<file path="src/rtl/interleave_buffer.sv">
// Ping-pong block interleaver: N samples are written into one bank in order
// while the other bank drains with a cyclic +1 (forward) or -1 (reverse) shift.
module interleave_buffer #(
    parameter int N = 10,
    parameter int W = 8
) (
    input  logic         clk,
    input  logic         reset,
    input  logic         in_valid,
    output logic         in_ready,
    input  logic [W-1:0] in_data,
    input  logic         in_mode,
    output logic         out_valid,
    input  logic         out_ready,
    output logic [W-1:0] out_data,
    output logic         out_last,
    output logic         out_mode
);

    localparam int IW = (N > 1) ? $clog2(N) : 1;
    localparam logic [IW-1:0] LAST_IDX = IW'(N - 1);

    typedef enum logic [1:0] {
        EMPTY,
        FILLING,
        FULL,
        DRAINING
    } bank_state_e;

    bank_state_e   state_q [2];
    bank_state_e   state_d [2];
    logic [1:0]    mode_q, mode_d;
    logic          wb_q, wb_d;
    logic          rb_q, rb_d;
    logic [IW-1:0] wi_q, wi_d;
    logic [IW-1:0] ri_q, ri_d;
    logic [W-1:0]  mem_q [2][N];
    logic [W-1:0]  mem_d [2][N];

    logic          in_fire;
    logic          out_fire;
    logic [IW-1:0] rd_idx;

    assign in_ready  = (state_q[wb_q] == EMPTY) || (state_q[wb_q] == FILLING);
    assign out_valid = (state_q[rb_q] == FULL) || (state_q[rb_q] == DRAINING);
    assign in_fire   = in_valid && in_ready;
    assign out_fire  = out_valid && out_ready;

    // Read address: neighbour of ri selected by the draining bank's mode
    always_comb begin
        rd_idx = '0;
        if (mode_q[rb_q]) begin
            rd_idx = (ri_q == '0) ? LAST_IDX : ri_q - IW'(1);
        end else begin
            rd_idx = (ri_q == LAST_IDX) ? '0 : ri_q + IW'(1);
        end
    end

    assign out_data = mem_q[rb_q][rd_idx];
    assign out_last = out_valid && (ri_q == LAST_IDX);
    assign out_mode = mode_q[rb_q];

    // Bank state and pointer next-state; in_ready/out_valid are mutually
    // exclusive per bank, so a simultaneous write and read never hit one bank
    always_comb begin
        state_d = state_q;
        mode_d  = mode_q;
        wb_d    = wb_q;
        rb_d    = rb_q;
        wi_d    = wi_q;
        ri_d    = ri_q;
        if (out_fire) begin
            if (ri_q == LAST_IDX) begin
                state_d[rb_q] = EMPTY;
                ri_d          = '0;
                rb_d          = ~rb_q;
            end else begin
                state_d[rb_q] = DRAINING;
                ri_d          = ri_q + IW'(1);
            end
        end
        if (in_fire) begin
            if (wi_q == '0) begin
                mode_d[wb_q] = in_mode;
            end
            if (wi_q == LAST_IDX) begin
                state_d[wb_q] = FULL;
                wi_d          = '0;
                wb_d          = ~wb_q;
            end else begin
                state_d[wb_q] = FILLING;
                wi_d          = wi_q + IW'(1);
            end
        end
    end

    // Sample storage write: sample k of a block lands at index k
    always_comb begin
        mem_d = mem_q;
        if (in_fire) begin
            mem_d[wb_q][wi_q] = in_data;
        end
    end

    // Control state registers with asynchronous reset
    always_ff @(posedge clk or posedge reset) begin
        if (reset) begin
            state_q[0] <= EMPTY;
            state_q[1] <= EMPTY;
            mode_q     <= '0;
            wb_q       <= 1'b0;
            rb_q       <= 1'b0;
            wi_q       <= '0;
            ri_q       <= '0;
        end else begin
            state_q <= state_d;
            mode_q  <= mode_d;
            wb_q    <= wb_d;
            rb_q    <= rb_d;
            wi_q    <= wi_d;
            ri_q    <= ri_d;
        end
    end

    // Sample storage registers, intentionally not reset
    always_ff @(posedge clk) begin
        mem_q <= mem_d;
    end

endmodule

</file>
<file path="config.mk">
export PLATFORM = sky130hd
export DESIGN_NAME = interleave_buffer
export DESIGN_NICKNAME = d
export VERILOG_FILES = /design/src/rtl/interleave_buffer.sv
export SDC_FILE = /design/constraint.sdc
export NUM_CORES = 1
export LEC_CHECK = 0
export CAP_MARGIN = 20
export CORE_ASPECT_RATIO = 0.7
export CORE_MARGIN = 3
export CORE_UTILIZATION = 60
export DETAILED_ROUTE_END_ITERATION = 8
export GPL_TIMING_DRIVEN = 0
export PLACE_DENSITY = 0.78
export SLEW_MARGIN = 5
export SYNTH_ARGS = -nofsm -noshare
export SYNTH_HDL_FRONTEND = slang
export SYNTH_SLANG_ARGS = --single-unit
export TNS_END_PERCENT = 1
</file>
<file path="constraint.sdc">
create_clock -name clk -period 3.91 [get_ports clk]
set_input_delay 0.782 -clock clk [delete_from_list [all_inputs] [get_ports clk]]
set_output_delay 0.782 -clock clk [all_outputs]
set_load 0.05 [all_outputs]
</file>
==> impl_metrics.ini, run 1 <==
[global_routing]
grt_pass1_vias = 5069
grt_max_degree = 21
grt_overflow = 0
grt_pass1_wl_microns = 29700
antenna_found_initial = 0
track_usage_pct = 28.1

[power]
finalPower_mw = 7.93
power-per-cell-area_nw_per_um2 = 884
ir_drop_mv = 0.429
p_leak_nw = 2.95

[yosys]
yosys_register_bits = 174
synth_top_family_by_area = compound AO/OA/AOI/OAI gates
synthAdderAreaFrac_pct = 0.126
synth.mux.area_fraction_pct = 9.77
yosys_warnings = 0
synthTopCellsByArea = edfxtp_1, mux4_2, dfrtp_1
synth_area_sq_um = 7930
synth_compound_area_share_pct = 14.2
synth_xor_area_share_pct = 0.663
seq_area_frac_synth_pct = 65.0
synth_cell_types = 57
synth.avg_cell_area_sq_um = 14.3
synth_common_cells = edfxtp_1, o21ai_0, nor2_1
yosysMostFrequentCell = edfxtp_1
syn-num-nets = 566
synth_ff_type = edfxtp_1
synth_enable_flop_cells = 160
synth_async_sr_flop_share_pct = 8.05
synth_top_area_share_pct = 60.6
synth_cells = 553
yosys.area.top_type = edfxtp_1
synthSimpleGateAreaFrac_pct = 7.26

[placed_design]
place.gp.congestion = 1.07
dpl_worst_slack_ns = -0.0369
hpwlAfterDp_microns = 13100
io_buffers = 24
place_area_sq_um = 8390

[timing]
worst_pin_slew_ns = 0.981
hold_viol_final = 0
rsz0062_at_grt = true
finClkSkew_ns = 0.0192
period_minus_slack_ns = 3.94
fin_crit_sh_pct = 101
relSlewSlack_pct = 34.4
layout_setup_ws_ns = -0.0319
hold_slack_ns = 0.564
setup_violations = 1
clock.fmax_mhz = 254
slew_viol_final = 0

[finish]
fin_area_sq_um = 8970
nets = 611
synthToLayoutAreaGrowth_pct = 13.1
layout-drive-gt1-share_pct = 17.0
final_util_pct = 70.7
num-fill-cells = 832

[worst_setup_path]
start_kind = flop
path_class = flop to primary output
crit_fanout = 10
required_ns = 3.13
cp.arrival_ns = 3.16
endpoint_kind = primary output

[floorplan]
coreArea_sq_um = 12700
io_pins = 25
die_w_microns = 143
rows = 34
die_y_microns = 102
die_area_sq_um = 14700
initial_core_util_pct = 62.5

[cts]
cts_root_buffer = clkbuf_16
cts_setup_buffers = 0
clkLatencyLatePin_ns = 0.44
numCtsBuffers = 17
htreeDepth = 4
clkTransAtPathRegs_ns = 0.07
cts_tree = built
cts_buffer_depth = 2
clock-sinks = 174

[outcome]
outcome = complete, but fails checks
violations = setup timing

[drt]
routedWlPerCell_microns = 25.2
finalWirelength_microns = 19500
drc_errors = 0
firstDrtPassIters = 7
drt_iter0_drc = 775
vias_per_cell = 6.82
ant_nets = 0
dr_total_vias = 5274

[hold_path]
hold_class = flop to flop

[run]
maxCapViolCount = 0
path summary, 6_finish.rpt:
path | startpoint | cells past startpoint | endpoint | slack, ns
worst max register to register | wb_q | 5 | mode_q[1] | 1.40
worst min-delay path | wi_q[0] | 1 | wi_q[0] | 0.56
worst min register to register | wi_q[0] | 1 | wi_q[0] | 0.56
max in group asynchronous | reset | 2 | ri_q[3] | 2.73
worst max-delay path | rb_q | 9 | out_data[1] | -0.03
min in group asynchronous | reset | 2 | ri_q[2] | 0.74
layer usage:
metal / vias to the layer above / track usage [%] / wire [microns]
met5: - / 0 / 0
met4: 0 / 7.67 / 496
met3: 53 / 10.7 / 2170
met2: 293 / 41.4 / 8600
met1: 2628 / 40.1 / 8240
li1: 2300 / - / -
cell type report:
cell class	instances	area [sq um]	share of cell area, %
sequential	174	5150	57.5
inverter	13	48.8	0.544
timing repair buffer	26	226	2.53
multi-input combinational	333	2560	28.5
clock inverter	14	153	1.70
clock buffer	17	425	4.74
buffer	33	194	2.16
tap	162	203	2.26
antenna	1	2.50	0.0279
where the power goes:
| part | leakage, nW | total [mW] | internal [mW] | switching (mW) |
|---|---|---|---|---|
| registers | 1.61 | 2.29 | 2.20 | 0.0936 |
| logic | 1.06 | 4.01 | 1.35 | 2.66 |
| clock network | 0.276 | 1.63 | 0.848 | 0.778 |
| total | 2.95 | 7.93 | 4.40 | 3.53 |
layout by cell type, fill, tap and decap left out, types with 6 or more instances in the layout:
cell type / synthesis / routed
a211oi_1: 9 / 9
a21oi_1: 21 / 21
a221oi_1: 14 / 14
a222oi_1: 7 / 7
buf_2: 8 / 14
buf_6: 5 / 6
clkbuf_1: 14 / 12
clkbuf_16: 0 / 17
clkdlybuf4s50_1: 0 / 15
dfrtp_1: 14 / 14
edfxtp_1: 160 / 160
inv_1: 11 / 11
mux2i_1: 20 / 20
mux4_2: 23 / 23
nand2_1: 29 / 29
nor2_1: 40 / 40
nor2b_1: 14 / 14
o21a_1: 6 / 6
o21ai_0: 52 / 52
o221a_1: 7 / 6
o22ai_1: 15 / 15
o31a_1: 8 / 8
o41a_1: 7 / 7
sequential cells by signal, summed over array words and instances, names as in the netlist:
signal / cells
mem_q: 160
ri_q: 4
wi_q: 4
mode_q: 2
state_q: 2
rb_q: 1
wb_q: 1
critical path, stage by stage, from the launching register on:
cell and delay (ns):
dfrtp_1 0.41, buf_6 0.16, mux2i_4 0.22, buf_6 0.17, nor2_1 0.29, a211oi_1 0.17
a31oi_2 0.40, o221a_2 0.38, o31a_1 0.16, clkdlybuf4s15_2 0.37
what timing repair did:
item                       in CTS  in global routing
pin swaps                       0                  2
resized for setup              26                 23
setup endpoints to repair       9                  9
hold buffers                    0                  0
per-stage QoR:
stage,std cells,setup TNS (ns)
after CTS,771,0
after global placement,739,-0.000109
final,773,-0.0319
after global routing,772,-0.0303
after detailed placement,740,-0.0801
after floorplan,553,0
cell families (layout without fill, tap and decap cells):
group	count (synthesis)	in the layout
other	0	1
muxes	47	47
adders and majority gates	1	1
xor gates and xnor gates	6	6
and+or+nand+nor	117	117
AOI/OAI and AO/OA	162	162
buffers and inverters	46	103
DFF	174	174
Note: power is estimated with default switching activity, not from simulation.
==> inputs of run 2 (changes only) <==
--- a/config.mk
+++ b/config.mk
@@ -5,9 +5,9 @@
 export SDC_FILE = /design/constraint.sdc
 export NUM_CORES = 1
 export LEC_CHECK = 0
+export ABC_AREA = 1
 export CAP_MARGIN = 20
 export CORE_ASPECT_RATIO = 0.7
-export CORE_MARGIN = 3
 export CORE_UTILIZATION = 60
 export DETAILED_ROUTE_END_ITERATION = 8
 export GPL_TIMING_DRIVEN = 0
==> constraint.sdc (replaced) <==
create_clock -name clk -period 4.7 [get_ports clk]
set_input_delay 0.94 -clock clk [delete_from_list [all_inputs] [get_ports clk]]
set_output_delay 0.94 -clock clk [all_outputs]
set_load 0.05 [all_outputs]
==> impl_metrics.ini, run 2 <==
[hold_path]
min_to = mode_q[0]
hold_start = mode_q[0]
hold_class = flop to flop
holdPathStages = 2

[finish]
num-fill-cells = 883
mostFrequentLayoutCells = nand2_1, edfxtp_1, inv_1
fin_cells = 1002
synthToLayoutAreaGrowth_pct = 13.4
largest_register_ffs = 160
layout_commonest_cell = nand2_1
layout-drive-gt1-share_pct = 7.74
nets = 840
fin_area_sq_um = 8770
num_antenna_cells = 0
top_register = mem_q
reg_top3 = mem_q (160), ri_q (4), wi_q (4)

[placed_design]
hpwlAfterDp_microns = 12400
place.gp.congestion = 0.922
io_buffers = 24
place_inst = 970
place_area_sq_um = 8180

[worst_setup_path]
start_kind = flop
path_class = flop to primary output
ff2ff_setup_slack_ns = 2.58
cp.arrival_ns = 3.11
slowest_delay_ns = 0.80
rr_worst_depth = 4
required_ns = 3.76
crit_chain = buf_4 > inv_2 > clkbuf_1 > nand2_1 > nand2_1 > inv_1 > nand2_1 > nand3_1 > nand2_1 > nand2_1 > nand2_1 > clkdlybuf4s50_1
cp_top_family = buffers and inverters
cp_common_cell = nand2_1
crit_slowest_cell = clkdlybuf4s50_1
r2r_start = wb_q
cp.depth = 12
crit_fanout = 10
r2r_end = mem_q[31]
crit_buf_inv = 5
endpoint_kind = primary output

[outcome]
outcome = finished clean

[global_routing]
grt_use_met3_pct = 8.75
grtUsageMet1_pct = 43.1
grt_max_degree = 21
grt_pass1_vias = 5618
top_usage_layer = met2
grt_overflow = 0
track_usage_pct = 31.0
antenna_found_initial = 0
grt_pass1_wl_microns = 29700
gr-usage-met2_pct = 46.8

[yosys]
seq_area_frac_synth_pct = 66.7
synth_cells = 784
synth_common_cells = nand2_1, edfxtp_1, inv_1
syn-num-nets = 797
yosys.area.top_type = edfxtp_1
yosysMostFrequentCell = nand2_1
yosys_register_bits = 174
synth_enable_flop_cells = 160
synth_area_sq_um = 7730
synth.avg_cell_area_sq_um = 9.86
synth_ff_type = edfxtp_1
synth_async_sr_flop_share_pct = 8.05
synth_cell_types = 26
synth_top_area_share_pct = 62.1
synthTopCellsByArea = edfxtp_1, nand2_1, nand3_1
yosys_warnings = 0

[power]
p_sw_mw = 2.71
p_seq_share_pct = 30.8
combPwrFrac_pct = 46.0
power-per-cell-area_nw_per_um2 = 704
p_int_mw = 3.46
p_leak_nw = 3.69
finalPower_mw = 6.17
swShare_pct = 44.0
p_clk_share_pct = 23.1
ir_drop_mv = 0.715

[timing]
finClkSkew_ns = 0.00698
worst_pin_slew_ns = 0.985
period_minus_slack_ns = 4.05
hold_slack_ns = 0.534
tns_ns = 0
setup_violations = 0
rsz0062_at_grt = false
slew_viol_final = 0
relSlewSlack_pct = 34.1
hold_viol_final = 0
fin_crit_sh_pct = 86.2
clock.fmax_mhz = 247

[floorplan]
initial_core_util_pct = 61.8
rows = 34
coreArea_sq_um = 12500
io_pins = 25
die_area_sq_um = 13400
die_w_microns = 138
die_y_microns = 97.0

[cts]
clkLatencyLatePin_ns = 0.43
clkTransAtPathRegs_ns = 0.06
cts_root_buffer = clkbuf_16
cts_tree = built
postCtsHoldBufs = 0
cts_buffer_depth = 2
clock-sinks = 174
cts_resized = 0
cts_setup_buffers = 0
htreeDepth = 4
numCtsBuffers = 17

[drt]
vias_per_cell = 5.75
ant_nets = 0
firstDrtPassIters = 6
routedWlPerCell_microns = 19.0
dr_total_vias = 5760
finalWirelength_microns = 19000
drc_errors = 0
drt_iter0_drc = 771

[run]
maxCapViolCount = 0
[run 2: metal layers]
metal  vias up  share of wire (%)
li1       2639                  -
met1      2676                 40
met2       391                 45
met3        54                 12
met4         0                2.6
met5         -                  0
[run 2: worst max-delay path by stage]
| stage | to | startpoint | slack [ns] |
|---|---|---|---|
| floorplan | out_data[4] | rb_q | 2.02 |
| global placement | out_data[2] | ri_q[0] | 1.19 |
| detailed placement | out_data[1] | ri_q[0] | 1.20 |
| CTS | out_data[2] | ri_q[0] | 0.72 |
| global route | out_data[6] | ri_q[0] | 0.46 |
| finish | out_data[1] | ri_q[0] | 0.65 |
[run 2: stage by stage]
stage / setup slack (ns) / utilization [%]
detailed placement: 1.20 / 65.4
global placement: 1.19 / 65.4
CTS: 0.722 / 70.1
floorplan: 2.02 / -
global route: 0.461 / 70.1
finish: 0.650 / 70.1
[run 2: logic make-up after synthesis]
| family | count (synthesis) | share of synthesized area (%) |
|---|---|---|
| flops | 174 | 66.7 |
| xor+xnor | 3 | 0.340 |
| simple gates | 449 | 24.0 |
| compound gates | 39 | 2.70 |
| buf+inv | 119 | 6.33 |
[run 2: area by class of cell]
cell class	count	area [sq um]	area share (%)
flip-flops and latches	174	5150	58.8
well taps	162	203	2.31
plain buffers	28	145	1.66
clock buffers	18	429	4.89
multi-input cells	491	2090	23.8
inverters	91	344	3.92
repair buffers	24	240	2.74
clock inverters	14	164	1.87
[run 2: power groups by stage]
stage	clock network, mW	registers, mW	logic, mW
after floorplan	0	1.91	1.92
final	1.43	1.90	2.84
after global placement	0	1.92	2.67
after CTS	1.42	1.90	2.76
after detailed placement	0	1.93	2.73
after global routing	1.49	1.91	3.07
[run 2: tightest hold or removal path, cell delays in order (launching register included)]
cell and delay (ns):
dfrtp_1 0.37, nand2_1 0.06, o21ai_0 0.06
